[config.mk]
export PLATFORM = sky130hd
export DESIGN_NAME = ahb_slave_pipe_flat
export DESIGN_NICKNAME = d
export VERILOG_FILES = /design/src/rtl/ahb_slave_pipe_if.sv /design/src/rtl/ahb_slave_pipe.sv /design/src/flat_wrapper.sv
export SDC_FILE = /design/constraint.sdc
export NUM_CORES = 1
export LEC_CHECK = 0
export ABC_AREA = 1
export BUFFER_PORTS_ARGS = -buffer_cell sky130_fd_sc_hd__clkbuf_2
export CORE_MARGIN = 8
export CORE_UTILIZATION = 51
export DETAILED_ROUTE_END_ITERATION = 8
export PLACE_DENSITY = 0.84
export SETUP_SLACK_MARGIN = 0.2
export SYNTH_ARGS = -nofsm -noshare
export SYNTH_HDL_FRONTEND = slang
export SYNTH_SLANG_ARGS = --single-unit
[constraint.sdc]
create_clock -name Hclk -period 1.2 [get_ports Hclk]
set_input_delay 0.06 -clock Hclk [delete_from_list [all_inputs] [get_ports Hclk]]
set_output_delay 0.06 -clock Hclk [all_outputs]
set_load 0.02 [all_outputs]
[src/rtl/ahb_slave_pipe_if.sv]
// ----------------------------------------------------------------------------
// ahb_slave_pipe_if
//   Bundles the AHB-side and APB-controller-side signals of the AHB slave
//   front end so that the bridge top level and the bench connect through a
//   single port.
//
//   Handshake semantics: a transfer is offered when Htrans[1] and Hreadyin
//   are both high. The front end accepts it (and every pipeline stage
//   shifts) on a rising clock edge where Hreadyout is high and err_hold is
//   low. While err_hold is high the master HREADY is pulled low at the top
//   level, so the master keeps its address phase stable.
//
//   Modports:
//     slave  : the front end (ahb_slave_pipe) - consumes bus inputs,
//              drives decode, pipeline and response outputs.
//     master : the driving side (bridge top level or bench).
//
//   err_state is a debug view of the error FSM state
//   (0 IDLE, 1 ERR1, 2 ERR2; always 0 when the error FSM is absent).
// ----------------------------------------------------------------------------
interface ahb_slave_pipe_if #(
   parameter int ADDR_W  = 32,
   parameter int DATA_W  = 32,
   parameter int NUM_SEL = 3
);
   logic                Hwrite;
   logic                Hreadyin;
   logic [1:0]          Htrans;
   logic [ADDR_W-1:0]   Haddr;
   logic [DATA_W-1:0]   Hwdata;
   logic                Hreadyout;
   logic                valid;
   logic [NUM_SEL-1:0]  Temp_selx;
   logic [ADDR_W-1:0]   H_addr1;
   logic [ADDR_W-1:0]   H_addr2;
   logic [ADDR_W-1:0]   H_addrw;
   logic [DATA_W-1:0]   H_wdata1;
   logic [DATA_W-1:0]   H_wdata2;
   logic                Hwritereg;
   logic [NUM_SEL-1:0]  H_selw;
   logic [1:0]          Hresp;
   logic                err_hold;
   logic [1:0]          err_state;

   modport slave (
      input  Hwrite, Hreadyin, Htrans, Haddr, Hwdata, Hreadyout,
      output valid, Temp_selx, H_addr1, H_addr2, H_addrw, H_wdata1, H_wdata2,
             Hwritereg, H_selw, Hresp, err_hold, err_state
   );

   modport master (
      output Hwrite, Hreadyin, Htrans, Haddr, Hwdata, Hreadyout,
      input  valid, Temp_selx, H_addr1, H_addr2, H_addrw, H_wdata1, H_wdata2,
             Hwritereg, H_selw, Hresp, err_hold, err_state
   );
endinterface

[src/rtl/ahb_slave_pipe.sv]
// ----------------------------------------------------------------------------
// ahb_slave_pipe
//   AHB slave-side front end of the AHB-to-APB bridge. Decodes the bridge
//   address window into NUM_SEL one-hot peripheral selects, raises valid
//   towards the APB controller and pipelines address / write data /
//   direction / select through registered stages enabled by Hreadyout.
//
//   Ports:
//     Hclk     : clock, all state on the rising edge
//     Hresetn  : synchronous active-low reset
//     bus      : ahb_slave_pipe_if.slave - AHB inputs, Hreadyout, decode,
//                pipeline stages, Hresp, err_hold and err_state debug view
//
//   Optional feature (macro AHB_SLAVE_PIPE_ERR_RESP_EN):
//     defined     - in-window transfers to unmapped slots get a two-cycle
//                   AHB ERROR response from a small FSM and do not raise
//                   valid; the pipeline freezes during the first ERROR cycle.
//     not defined - no FSM; Hresp is OKAY, err_hold is 0 and any in-window
//                   active transfer raises valid.
// ----------------------------------------------------------------------------
module ahb_slave_pipe #(
   parameter int                ADDR_W       = 32,
   parameter int                DATA_W       = 32,
   parameter int                NUM_SEL      = 3,
   parameter int                WIN_SLOTS    = 4,
   parameter int                REGION_SHIFT = 26,
   parameter logic [ADDR_W-1:0] BASE_ADDR    = ADDR_W'(32'h8000_0000)
) (
   input logic             Hclk,
   input logic             Hresetn,
   ahb_slave_pipe_if.slave bus
);

   localparam int IDX_W = ADDR_W - REGION_SHIFT;
   localparam logic [IDX_W-1:0] WIN_LIM = IDX_W'(WIN_SLOTS);
   localparam logic [IDX_W-1:0] SEL_LIM = IDX_W'(NUM_SEL);

   logic [IDX_W-1:0]   idx;
   logic               in_window;
   logic               mapped;
   logic               active;
   logic               pen;
   logic [NUM_SEL-1:0] sel_dec;
   logic               unused_htrans0;

   // Subtraction wraps; the full-width compare against BASE_ADDR rejects
   // low addresses whose wrapped index would otherwise look in-window.
   assign idx       = bus.Haddr[ADDR_W-1:REGION_SHIFT] - BASE_ADDR[ADDR_W-1:REGION_SHIFT];
   assign in_window = (bus.Haddr >= BASE_ADDR) && (idx < WIN_LIM);
   assign mapped    = in_window && (idx < SEL_LIM);
   // NONSEQ and SEQ both have Htrans[1] set; bit 0 carries no extra meaning here.
   assign active    = bus.Htrans[1] & bus.Hreadyin;
   assign unused_htrans0 = bus.Htrans[0];

   // Address-only decode; Htrans is deliberately ignored.
   always_comb begin
      sel_dec = '0;
      for (int i = 0; i < NUM_SEL; i++) begin
         if (mapped && (idx == IDX_W'(i))) begin
            sel_dec[i] = 1'b1;
         end
      end
   end

   assign bus.Temp_selx = sel_dec;

   // ---------------------------------------------------------------------
   // Pipeline stages
   // ---------------------------------------------------------------------
   logic [ADDR_W-1:0]  addr1_q, addr2_q, addrw_q;
   logic [DATA_W-1:0]  wdata1_q, wdata2_q;
   logic               write1_q, write2_q;
   logic [NUM_SEL-1:0] sel1_q, sel2_q;

   always_ff @(posedge Hclk) begin
      if (!Hresetn) begin
         addr1_q  <= '0;
         addr2_q  <= '0;
         addrw_q  <= '0;
         wdata1_q <= '0;
         wdata2_q <= '0;
         write1_q <= 1'b0;
         write2_q <= 1'b0;
         sel1_q   <= '0;
         sel2_q   <= '0;
      end else if (pen) begin
         addr1_q  <= bus.Haddr;
         addr2_q  <= addr1_q;
         addrw_q  <= addr2_q;
         wdata1_q <= bus.Hwdata;
         wdata2_q <= wdata1_q;
         write1_q <= bus.Hwrite;
         write2_q <= write1_q;
         sel1_q   <= sel_dec;
         sel2_q   <= sel1_q;
      end
   end

   assign bus.H_addr1   = addr1_q;
   assign bus.H_addr2   = addr2_q;
   assign bus.H_addrw   = addrw_q;
   assign bus.H_wdata1  = wdata1_q;
   assign bus.H_wdata2  = wdata2_q;
   assign bus.Hwritereg = write2_q;
   assign bus.H_selw    = sel2_q;

   // ---------------------------------------------------------------------
   // Error response
   // ---------------------------------------------------------------------
`ifdef AHB_SLAVE_PIPE_ERR_RESP_EN
   typedef enum logic [1:0] {
      IDLE = 2'd0,
      ERR1 = 2'd1,
      ERR2 = 2'd2
   } err_state_e;

   err_state_e state_q, state_d;
   logic       unmapped_hit;
   logic       err_hold;
   logic [1:0] hresp;

   assign unmapped_hit = active & in_window & ~mapped;

   always_ff @(posedge Hclk) begin
      if (!Hresetn) begin
         state_q <= IDLE;
      end else begin
         state_q <= state_d;
      end
   end

   always_comb begin
      state_d  = state_q;
      err_hold = 1'b0;
      hresp    = 2'b00;
      case (state_q)
         IDLE: begin
            // A hit with Hreadyout low is simply re-seen next cycle because
            // the master keeps its address phase.
            if (unmapped_hit && bus.Hreadyout) begin
               state_d = ERR1;
            end
         end
         ERR1: begin
            hresp    = 2'b01;
            err_hold = 1'b1;
            state_d  = ERR2;
         end
         ERR2: begin
            hresp   = 2'b01;
            state_d = unmapped_hit ? ERR1 : IDLE;
         end
         default: begin
            state_d = IDLE;
         end
      endcase
   end

   assign bus.valid     = active & mapped;
   assign bus.Hresp     = hresp;
   assign bus.err_hold  = err_hold;
   assign bus.err_state = state_q;
   assign pen           = bus.Hreadyout & ~err_hold;
`else
   assign bus.valid     = active & in_window;
   assign bus.Hresp     = 2'b00;
   assign bus.err_hold  = 1'b0;
   assign bus.err_state = 2'b00;
   assign pen           = bus.Hreadyout;
`endif

endmodule

[src/flat_wrapper.sv]
// flat-port wrapper written by rule: the top's interface ports become plain ports
module ahb_slave_pipe_flat 
#(
   parameter int                ADDR_W       = 32,
   parameter int                DATA_W       = 32,
   parameter int                NUM_SEL      = 3,
   parameter int                WIN_SLOTS    = 4,
   parameter int                REGION_SHIFT = 26,
   parameter logic [ADDR_W-1:0] BASE_ADDR    = ADDR_W'(32'h8000_0000)
)
  (Hclk, Hresetn, bus_Hwrite, bus_Hreadyin, bus_Htrans, bus_Haddr, bus_Hwdata, bus_Hreadyout, bus_valid, bus_Temp_selx, bus_H_addr1, bus_H_addr2, bus_H_addrw, bus_H_wdata1, bus_H_wdata2, bus_Hwritereg, bus_H_selw, bus_Hresp, bus_err_hold, bus_err_state);
  ahb_slave_pipe_if #(.ADDR_W(ADDR_W), .DATA_W(DATA_W), .NUM_SEL(NUM_SEL)) bus_i ();
  input logic Hclk;
  input logic Hresetn;
  input wire logic [$bits(bus_i.Hwrite)-1:0] bus_Hwrite;
  input wire logic [$bits(bus_i.Hreadyin)-1:0] bus_Hreadyin;
  input wire logic [$bits(bus_i.Htrans)-1:0] bus_Htrans;
  input wire logic [$bits(bus_i.Haddr)-1:0] bus_Haddr;
  input wire logic [$bits(bus_i.Hwdata)-1:0] bus_Hwdata;
  input wire logic [$bits(bus_i.Hreadyout)-1:0] bus_Hreadyout;
  output wire logic [$bits(bus_i.valid)-1:0] bus_valid;
  output wire logic [$bits(bus_i.Temp_selx)-1:0] bus_Temp_selx;
  output wire logic [$bits(bus_i.H_addr1)-1:0] bus_H_addr1;
  output wire logic [$bits(bus_i.H_addr2)-1:0] bus_H_addr2;
  output wire logic [$bits(bus_i.H_addrw)-1:0] bus_H_addrw;
  output wire logic [$bits(bus_i.H_wdata1)-1:0] bus_H_wdata1;
  output wire logic [$bits(bus_i.H_wdata2)-1:0] bus_H_wdata2;
  output wire logic [$bits(bus_i.Hwritereg)-1:0] bus_Hwritereg;
  output wire logic [$bits(bus_i.H_selw)-1:0] bus_H_selw;
  output wire logic [$bits(bus_i.Hresp)-1:0] bus_Hresp;
  output wire logic [$bits(bus_i.err_hold)-1:0] bus_err_hold;
  output wire logic [$bits(bus_i.err_state)-1:0] bus_err_state;
  assign bus_i.Hwrite = bus_Hwrite;
  assign bus_i.Hreadyin = bus_Hreadyin;
  assign bus_i.Htrans = bus_Htrans;
  assign bus_i.Haddr = bus_Haddr;
  assign bus_i.Hwdata = bus_Hwdata;
  assign bus_i.Hreadyout = bus_Hreadyout;
  assign bus_valid = bus_i.valid;
  assign bus_Temp_selx = bus_i.Temp_selx;
  assign bus_H_addr1 = bus_i.H_addr1;
  assign bus_H_addr2 = bus_i.H_addr2;
  assign bus_H_addrw = bus_i.H_addrw;
  assign bus_H_wdata1 = bus_i.H_wdata1;
  assign bus_H_wdata2 = bus_i.H_wdata2;
  assign bus_Hwritereg = bus_i.Hwritereg;
  assign bus_H_selw = bus_i.H_selw;
  assign bus_Hresp = bus_i.Hresp;
  assign bus_err_hold = bus_i.err_hold;
  assign bus_err_state = bus_i.err_state;
  ahb_slave_pipe #(.ADDR_W(ADDR_W), .DATA_W(DATA_W), .NUM_SEL(NUM_SEL), .WIN_SLOTS(WIN_SLOTS), .REGION_SHIFT(REGION_SHIFT), .BASE_ADDR(BASE_ADDR)) u_core (.Hclk(Hclk), .Hresetn(Hresetn), .bus(bus_i));
endmodule
# After elaboration in Yosys (flattened, before gate mapping)

Index checks and enable logic that the tools add are counted.

Register bits: 168
Input port bits: 71
Output and inout port bits: 173
Word-level logic and storage cells: 26

Add/sub/neg operators: 1
$lt $le $gt $ge: 3
Equal/unequal tests: 2
Mux-type cells: 3
Bitwise gates (word level): 2
Reduce and logical (&&, ||, !) cells: 6

Operators with widths:

| operator             | number |
|---|---|
| $ge 32x32->1 const B | 1 |
| $eq 6x1->1 const B   | 1 |
| $eq 6x2->1 const B   | 1 |
| $logic_not 6->1      | 1 |
| $lt 6x2->1 const B   | 1 |
| $lt 6x3->1 const B   | 1 |
| $sub 6x6->6 const B  | 1 |
| $logic_and 1x1->1    | 5 |
| $mux 1               | 3 |
| $and 1x1->1          | 2 |

# Longest topological paths before layout

Gate-level depths: netlist of the first run.

Depth in word-level cells: 6
Gate-level depth with buffers: 6
Depth with buffers taken out: 4

# Worst setup path after synthesis of the first run

Ideal clock, no wire load.

Kind: input to register
Start point: input port bus_Hreadyout
End point: register u_core.wdata2_q[11], in the netlist u_core.bus.H_wdata2[11]
Library setup time: 0.064 ns
Data arrival time: 0.655 ns
Slack: 0.481 ns
Stages on the path: 6
Path through: buf_6 -> inv_4 -> buf_8 -> buf_6 -> nor2_2 -> nor2_1

RTL lines:

| element              | RTL line             | text |
|---|---|---|
| from (decl)          | flat_wrapper.sv:20   | `input wire logic [$bits(bus_i.Hreadyout)-1:0] bus_Hreadyout;` |
| to (signal assigned) | ahb_slave_pipe.sv:91 | `wdata2_q <= wdata1_q;` |
| to (decl)            | ahb_slave_pipe.sv:71 | `logic [DATA_W-1:0] wdata1_q, wdata2_q;` |

# Final worst setup path of the first run

Start point: register u_core.wdata2_q[15], in the netlist u_core.bus.H_wdata2[15]
End point: output port bus_H_wdata2[15]

RTL lines:

| element   | RTL line           | text |
|---|---|---|
| to (decl) | flat_wrapper.sv:27 | `output wire logic [$bits(bus_i.H_wdata2)-1:0] bus_H_wdata2;` |

No word-level cell between the ends.

==> metrics.cfg, run 1 <==
[yosys]
ys_dominant_reg_cell = sky130_fd_sc_hd__dfxtp_1
cell_with_the_most_instances_after_synthesis = sky130_fd_sc_hd__nor2_1
yosysTopAreaCellShare = 0.5691
ys_top_cells_by_count = 320 x sky130_fd_sc_hd__nor2_1, 168 x sky130_fd_sc_hd__dfxtp_1, 148 x sky130_fd_sc_hd__o21ai_0
synth-async-reset-ratio = 0
postSynthRegisterBits = 168
gate_count_of_the_mapped_netlist = 744
ys_warn_count = 0
syn_area_per_cell_sq_um = 7.943
synth_enable_flop_cells = 0
count_of_cell_types_in_the_netlist = 16
yosysSeqAreaShare = 0.5691
post-synth-top-area-cell = sky130_fd_sc_hd__dfxtp_1
post_synthesis_instance_area_sq_um = 5909
synth.top_cells.by_area = sky130_fd_sc_hd__dfxtp_1 57%, sky130_fd_sc_hd__nor2_1 20%, sky130_fd_sc_hd__o21ai_0 13%

[die]
die_width_um = 123.6
floorplan.initialDensity = 0.5198
placement_rows = 39
die_y_um = 123.6
die_area_sq_um = 15290
i_o_pins = 244
placeableCoreArea_sq_um = 11370

[critical_path]
cp.required_ns = 1.14
reg2reg_slack_ns = 0.20
worstPathCellList = buf_4
slowest_stage = sky130_fd_sc_hd__dfxtp_1
worst_path_largest_cell_delay_ns = 0.37
worstSetupPathDepth = 1
path_delay_family = flip-flops
critical_path_arrival_ns = 0.97
critical_path_buf_inv_count = 1
worstSetupEndpointType = primary output
worstReg2RegStart = u_core.bus.H_addr1[12]
timing.critical_path.from_type = flop
worst-r2r-cell-count = 3
worstReg2RegEnd = u_core.bus.H_addr1[12]
crit_path_max_fanout = 2
timing.setup.critical_path_class = flop to primary output

[power_and_ir_drop]
ir_drop_mv = 1.063
pwr-share-clk = 0.368
power.switching_mw = 4.026
power.density_nw_per_um2 = 1440
p_total_mw = 14.45
p_seq_frac = 0.439
power_leakage_nw = 4.656
p_sw_frac = 0.2787
pwr-share-comb = 0.193
int_power_mw = 10.42

[timing]
timing.final.setup_violations = 0
rsz_0062_raised_after_global_routing = false
hold_viol_final = 0
post-route-min-period_ns = 1.025
timing.clock.skew_ns = 0.01147
min_period_over_period = 0.8546
timing_max_transition_violations_final = 0
fin_setup_tns_ns = 0
hold-worst-slack_ns = 0.05987
fmaxAchievable_mhz = 975.2

[global_routing]
grt.total_usage = 0.3002
antenna_violations_before_repair = 2
globalRoute.totalOverflow = 0
grt_start_max_net_pins = 69
grt_first_pass_wirelength_mm = 35.46
grt_pass1_vias = 6728

[min_path]
hold_path_sink = u_core.bus.H_selw[1]
worst_hold_path.num_cells = 4
min-delay-path-class = input port to flop
worst_hold_startpoint = bus_Hreadyout

[clock_network]
clock-sinks = 168
clk-insertion-delay-late_ns = 0.42
tritoncts.num_buffers = 17
htreeDepth = 4
cts_max_path_buffers = 2
cts-root-buf = sky130_fd_sc_hd__clkbuf_16
tritoncts = yes
cts.reportedPaths.clkPinSlew_ns = 0.07

[placement]
gp_congestion = 0.8030
hpwl_mm = 11.64
placed_area_sq_um = 7138
io_buffers = 237

[route]
drt-initial-drc-count = 928
routed-wl-met2_mm = 13.26
routedWlPerCell_um = 21.98
detailedRoute.firstPassIterationCount = 6
routedLengthMet1_mm = 9.192
routed-via-count = 7002
routed.top_layer = met4
route.antenna.remaining_nets = 0
viasPerCell = 5.730
finalWirelength_mm = 26.86
drc_errors = 0
met3_length_mm = 2.735

[outcome]
result_of_the_run = finished, final reports clean

[final_layout]
finish.instance_area_sq_um = 10030
fin_nets = 1136
layout-drive-gt1-share = 0.4197
area.growth.synth_to_final_pct = 69.74
n_fill_cell = 450
final_core_utilization = 0.8822

[flow_run]
number_of_maximum_capacitance_constraint_violations = 0

## kinds of logic (layout without fill, tap and decap cells)
group / Yosys count / count (layout) / synth area share
flip-flops: 168 / 168 / 0.5691
AND/OR/NAND/NOR: 335 / 335 / 0.2177
other: 1 / 7 / 0.0006346
AO/OA/AOI/OAI: 174 / 174 / 0.1474
buffers and inverters: 66 / 395 / 0.06521
## cell type report
type	count	area [sq um]	area share
Sequential cell	168	3538	0.3527
Timing Repair Buffer	357	3535	0.3524
Multi-Input combinational cell	514	2176	0.2169
Clock buffer	24	501.7	0.05002
Tap cell	143	178.9	0.01784
Clock inverter	7	67.56	0.006736
Inverter	7	28.78	0.002869
Antenna cell	2	5.005	0.0004989
## worst max-delay path by stage
| stage | slack (ns) | start | to |
|---|---|---|---|
| after floorplan | 0.48 | bus_Hreadyout | u_core.bus.H_wdata2[11] |
| after global placement | 0.29 | bus_Hreadyout | u_core.bus.H_addr1[23] |
| after detailed placement | 0.26 | bus_Hreadyout | u_core.bus.H_wdata1[28] |
| after CTS | 0.16 | u_core.bus.H_addr1[26] | bus_H_addr1[26] |
| after global routing | 0.15 | u_core.bus.H_wdata2[15] | bus_H_wdata2[15] |
| final | 0.17 | u_core.bus.H_wdata2[15] | bus_H_wdata2[15] |
## power groups by stage
stage	Clock [mW]	Sequential [mW]	Combinational, mW
4_1_cts	5.28	6.28	2.39
2_1_floorplan	0	6.73	0.695
3_3_place_gp	0	6.30	1.77
6_report	5.32	6.35	2.79
5_1_grt	5.59	6.37	2.92
3_5_place_dp	0	6.32	1.79
## stage by stage
step	worst slack, ns	instances
final	0.1745	1222
after global routing	0.1488	1222
after CTS	0.1619	1191
after detailed placement	0.2604	1084
after global placement	0.2932	1084
after floorplan	0.4809	748
## registers in the layout, indices dropped and copies added (netlist names)
register              count
u_core.bus.H_addr1       32
u_core.bus.H_addr2       32
u_core.bus.H_addrw       32
u_core.bus.H_selw         3
u_core.bus.H_wdata1      32
u_core.bus.H_wdata2      32
u_core.bus.Hwritereg      1
u_core.sel1_q             3
u_core.write1_q           1
## metal layers
layer,GRT usage,vias up
met2,0.5254,539
met5,0,-
met1,0.3001,3304
met3,0.1043,143
li1,-,3016
met4,0.1904,0
## placed cells by master (no fill, tap or decap), drive strengths merged, types with 3 or more instances in the layout
cell type and instances:
clkinvlp 3, inv 7, clkinv 3, nor2 330, conb 5, o21ai 168, buf 128, dlygate4sd3 70
dfxtp 168, clkbuf 182, a21oi 6, nand3 3
## repair_timing
item / in CTS / in global routing
gates cloned: 0 / 0
buffers inserted: 5 / 29
hold buffers: 71 / 0
endpoints found under the hold margin: 74 / 0
gates resized for setup: 347 / 146
setup endpoints to repair: 124 / 125
Power figures use the tool's default switching activity.
==> run 2: changes to the inputs <==
==> constraint.sdc (replaced) <==
create_clock -name Hclk -period 1.2 [get_ports Hclk]
set_input_delay 0.12 -clock Hclk [delete_from_list [all_inputs] [get_ports Hclk]]
set_output_delay 0.12 -clock Hclk [all_outputs]
set_load 0.02 [all_outputs]
==> metrics.cfg, run 2 <==
[clock_network]
clock-sinks = 168
cts-root-buf = sky130_fd_sc_hd__clkbuf_16
cts_max_path_buffers = 2
tritoncts.num_buffers = 17
htreeDepth = 4

[placement]
io_buffers = 237
numPlacedInstances = 1084
gp_congestion = 0.7779
hpwl_mm = 11.31

[yosys]
cell_with_the_most_instances_after_synthesis = sky130_fd_sc_hd__nor2_1
ys_warn_count = 0
syn_area_per_cell_sq_um = 7.943
count_of_cell_types_in_the_netlist = 16
post-synth-top-area-cell = sky130_fd_sc_hd__dfxtp_1
post_synthesis_instance_area_sq_um = 5909
yosysTopAreaCellShare = 0.5691
postSynthRegisterBits = 168
yosysSeqAreaShare = 0.5691
ys_top_cells_by_count = 320 x sky130_fd_sc_hd__nor2_1, 168 x sky130_fd_sc_hd__dfxtp_1, 148 x sky130_fd_sc_hd__o21ai_0
ys_dominant_reg_cell = sky130_fd_sc_hd__dfxtp_1
synth_enable_flop_cells = 0
gate_count_of_the_mapped_netlist = 744
synth-async-reset-ratio = 0
synth.top_cells.by_area = sky130_fd_sc_hd__dfxtp_1 57%, sky130_fd_sc_hd__nor2_1 20%, sky130_fd_sc_hd__o21ai_0 13%

[outcome]
result_of_the_run = aborted with a tool error
outcome.stop_stage = global routing (5_1_grt)
toolErrorMsg = [ERROR GRT-0232] Routing congestion too high. Check the congestion heatmap in the GUI.

[global_routing]
grt_start_max_net_pins = 76
globalRoute.totalOverflow = 167
grt.total_usage = 0.7783
antenna_violations_before_repair = 4

[die]
die_width_um = 123.6
i_o_pins = 244
floorplan.initialDensity = 0.5198
die_y_um = 123.6
placement_rows = 39

[timing]
worst-endpoint-pin-kind = top-level output
globalroute.repair_timing.worst_endpoint = bus_H_addr1[24]

==> run 2: timing repair <==
action                                  4_1_cts
resized for setup                           496
hold buffers                                 65
buffers inserted                             78
endpoints found under the setup margin      167
hold endpoints to repair                     65
cloned                                        0
==> run 2: per-layer routing <==
metal | overflow | track usage
met5 | 0 | 0.1250
met4 | 74 | 0.8916
met1 | 0 | 0.7339
met3 | 3 | 0.6714
met2 | 90 | 0.9274
==> run 2: cells by family after synthesis <==
family	Yosys count	synth area share
AO/OA/AOI/OAI	174	0.1474
buffers and inverters	66	0.06521
flip-flops	168	0.5691
other	1	0.0006346
AND/OR/NAND/NOR	335	0.2177
==> run 2: stage by stage <==
stage                     cell area [sq um]  worst slack (ns)    util  hold WS [ns]
after floorplan                        5924            0.4145       -        0.2549
after CTS                             10650            0.1320  0.9368       0.02096
after global placement                 7126            0.1913  0.6267        0.3401
after detailed placement               7126            0.1382  0.6267        0.3470
==> run 3: changes to the inputs <==
--- a/config.mk
+++ b/config.mk
@@ -8,10 +8,9 @@
 export ABC_AREA = 1
 export BUFFER_PORTS_ARGS = -buffer_cell sky130_fd_sc_hd__clkbuf_2
 export CORE_MARGIN = 8
-export CORE_UTILIZATION = 51
+export CORE_UTILIZATION = 39
 export DETAILED_ROUTE_END_ITERATION = 8
-export PLACE_DENSITY = 0.84
-export SETUP_SLACK_MARGIN = 0.2
+export PLACE_DENSITY_LB_ADDON = 0.15
 export SYNTH_ARGS = -nofsm -noshare
 export SYNTH_HDL_FRONTEND = slang
 export SYNTH_SLANG_ARGS = --single-unit
==> metrics.cfg, run 3 (synthesis gave the netlist of run 1 again) <==
[route]
finalWirelength_mm = 17.59
route.antenna.remaining_nets = 0
drc_errors = 0
drt-initial-drc-count = 293
routedWlPerCell_um = 14.44
routed-via-count = 5672
viasPerCell = 4.657
detailedRoute.firstPassIterationCount = 4

[critical_path]
path_delay_family = flip-flops
critical_path_buf_inv_count = 1
cp.required_ns = 1.08
worstSetupEndpointType = primary output
timing.setup.critical_path_class = flop to primary output
slowest_stage = sky130_fd_sc_hd__dfxtp_1
crit_path_max_fanout = 3
timing.critical_path.from_type = flop
worst_path_largest_cell_delay_ns = 0.40
worstPathCellList = clkbuf_2
critical_path_arrival_ns = 1.01

[placement]
io_buffers = 237
gp_congestion = 0.7686
placed_area_sq_um = 7169
numPlacedInstances = 1124
hpwl_mm = 11.62
pre_cts_ws_ns = 0.1444

[global_routing]
antenna_violations_before_repair = 1
grt.total_usage = 0.1809
grt_first_pass_wirelength_mm = 28.79
grt_start_max_net_pins = 75
globalRoute.totalOverflow = 0
grt_pass1_vias = 5552

[power_and_ir_drop]
power_leakage_nw = 4.046
power.density_nw_per_um2 = 1615
p_total_mw = 13.56
ir_drop_mv = 0.8656

[final_layout]
final_core_utilization = 0.5606
finish.instance_area_sq_um = 8396
stdcell_count = 1218
n_fill_cell = 1405
layout-drive-gt1-share = 0.2748
diodes = 0
area.growth.synth_to_final_pct = 42.07
most-common-layout-cells = 320 x sky130_fd_sc_hd__nor2_1, 235 x sky130_fd_sc_hd__clkbuf_2, 168 x sky130_fd_sc_hd__dfxtp_1
fin_nets = 1091
most_common_library_cell_in_the_layout_ignoring_fill_and_taps = sky130_fd_sc_hd__nor2_1

[flow_run]
number_of_maximum_capacitance_constraint_violations = 0

[timing]
timing_max_transition_violations_final = 0
hold_viol_final = 0
min_period_over_period = 0.9438
hold-worst-slack_ns = 0.05424
final_critical_path_setup_slack_ns = 0.06748
fmaxAchievable_mhz = 883.0
fin_setup_tns_ns = 0
rsz_0062_raised_after_global_routing = false
post-route-min-period_ns = 1.133
timing.final.setup_violations = 0
timing.clock.skew_ns = 0.007231

[die]
i_o_pins = 244
floorplan.initialDensity = 0.3946
placeableCoreArea_sq_um = 14980
die_area_sq_um = 19350
die_width_um = 139.1
placement_rows = 45
die_y_um = 139.1

[clock_network]
clk-insertion-delay-late_ns = 0.41
cts.reportedPaths.clkPinSlew_ns = 0.06
postCtsResizedCells = 0
tritoncts = yes
clock-sinks = 168
tritoncts.num_buffers = 17
cts_max_path_buffers = 2
htreeDepth = 4
cts-root-buf = sky130_fd_sc_hd__clkbuf_16

[min_path]
min-delay-path-class = input port to flop

[outcome]
result_of_the_run = finished, final reports clean

[run 3: path summary, 6_finish.rpt]
path                               start                     end  slack (ns)  depth (start not counted)
hold reg to reg         u_core.sel1_q[0]    u_core.bus.H_selw[0]        0.48                          2
setup / recovery  u_core.bus.H_addr1[31]         bus_H_addr1[31]        0.07                          1
setup reg to reg  u_core.bus.H_addr1[31]  u_core.bus.H_addr1[31]        0.52                          2
hold / removal             bus_Haddr[27]        u_core.sel1_q[0]        0.05                          4
[run 3: repair_timing]
action                    in CTS  in global routing
hold endpoints to repair      65                  0
hold buffers                  65                  0
setup buffers                  0                  0
[run 3: routing by layer]
metal / global-route usage / wire, um
met1: 0.2256 / 8169
met3: 0.07160 / 1395
met5: 0 / 11
met2: 0.2752 / 7685
met4: 0.07048 / 331
[run 3: where the power goes]
| group | leakage (nW) | switching [mW] | internal [mW] |
|---|---|---|---|
| sequential | 1.39 | 0.247 | 5.95 |
| clock | 0.269 | 2.11 | 3.30 |
| combinational | 2.38 | 1.21 | 0.736 |
[run 3: cell type report]
cell class / count / area, sq um / area share
multi-input combinational: 514 / 2176 / 0.2592
clock buffer: 22 / 454.2 / 0.05410
sequential: 168 / 3363 / 0.4006
timing repair buffer: 312 / 2017 / 0.2402
clock inverter: 7 / 121.4 / 0.01446
tap: 188 / 235.2 / 0.02802
inverter: 7 / 28.78 / 0.003428
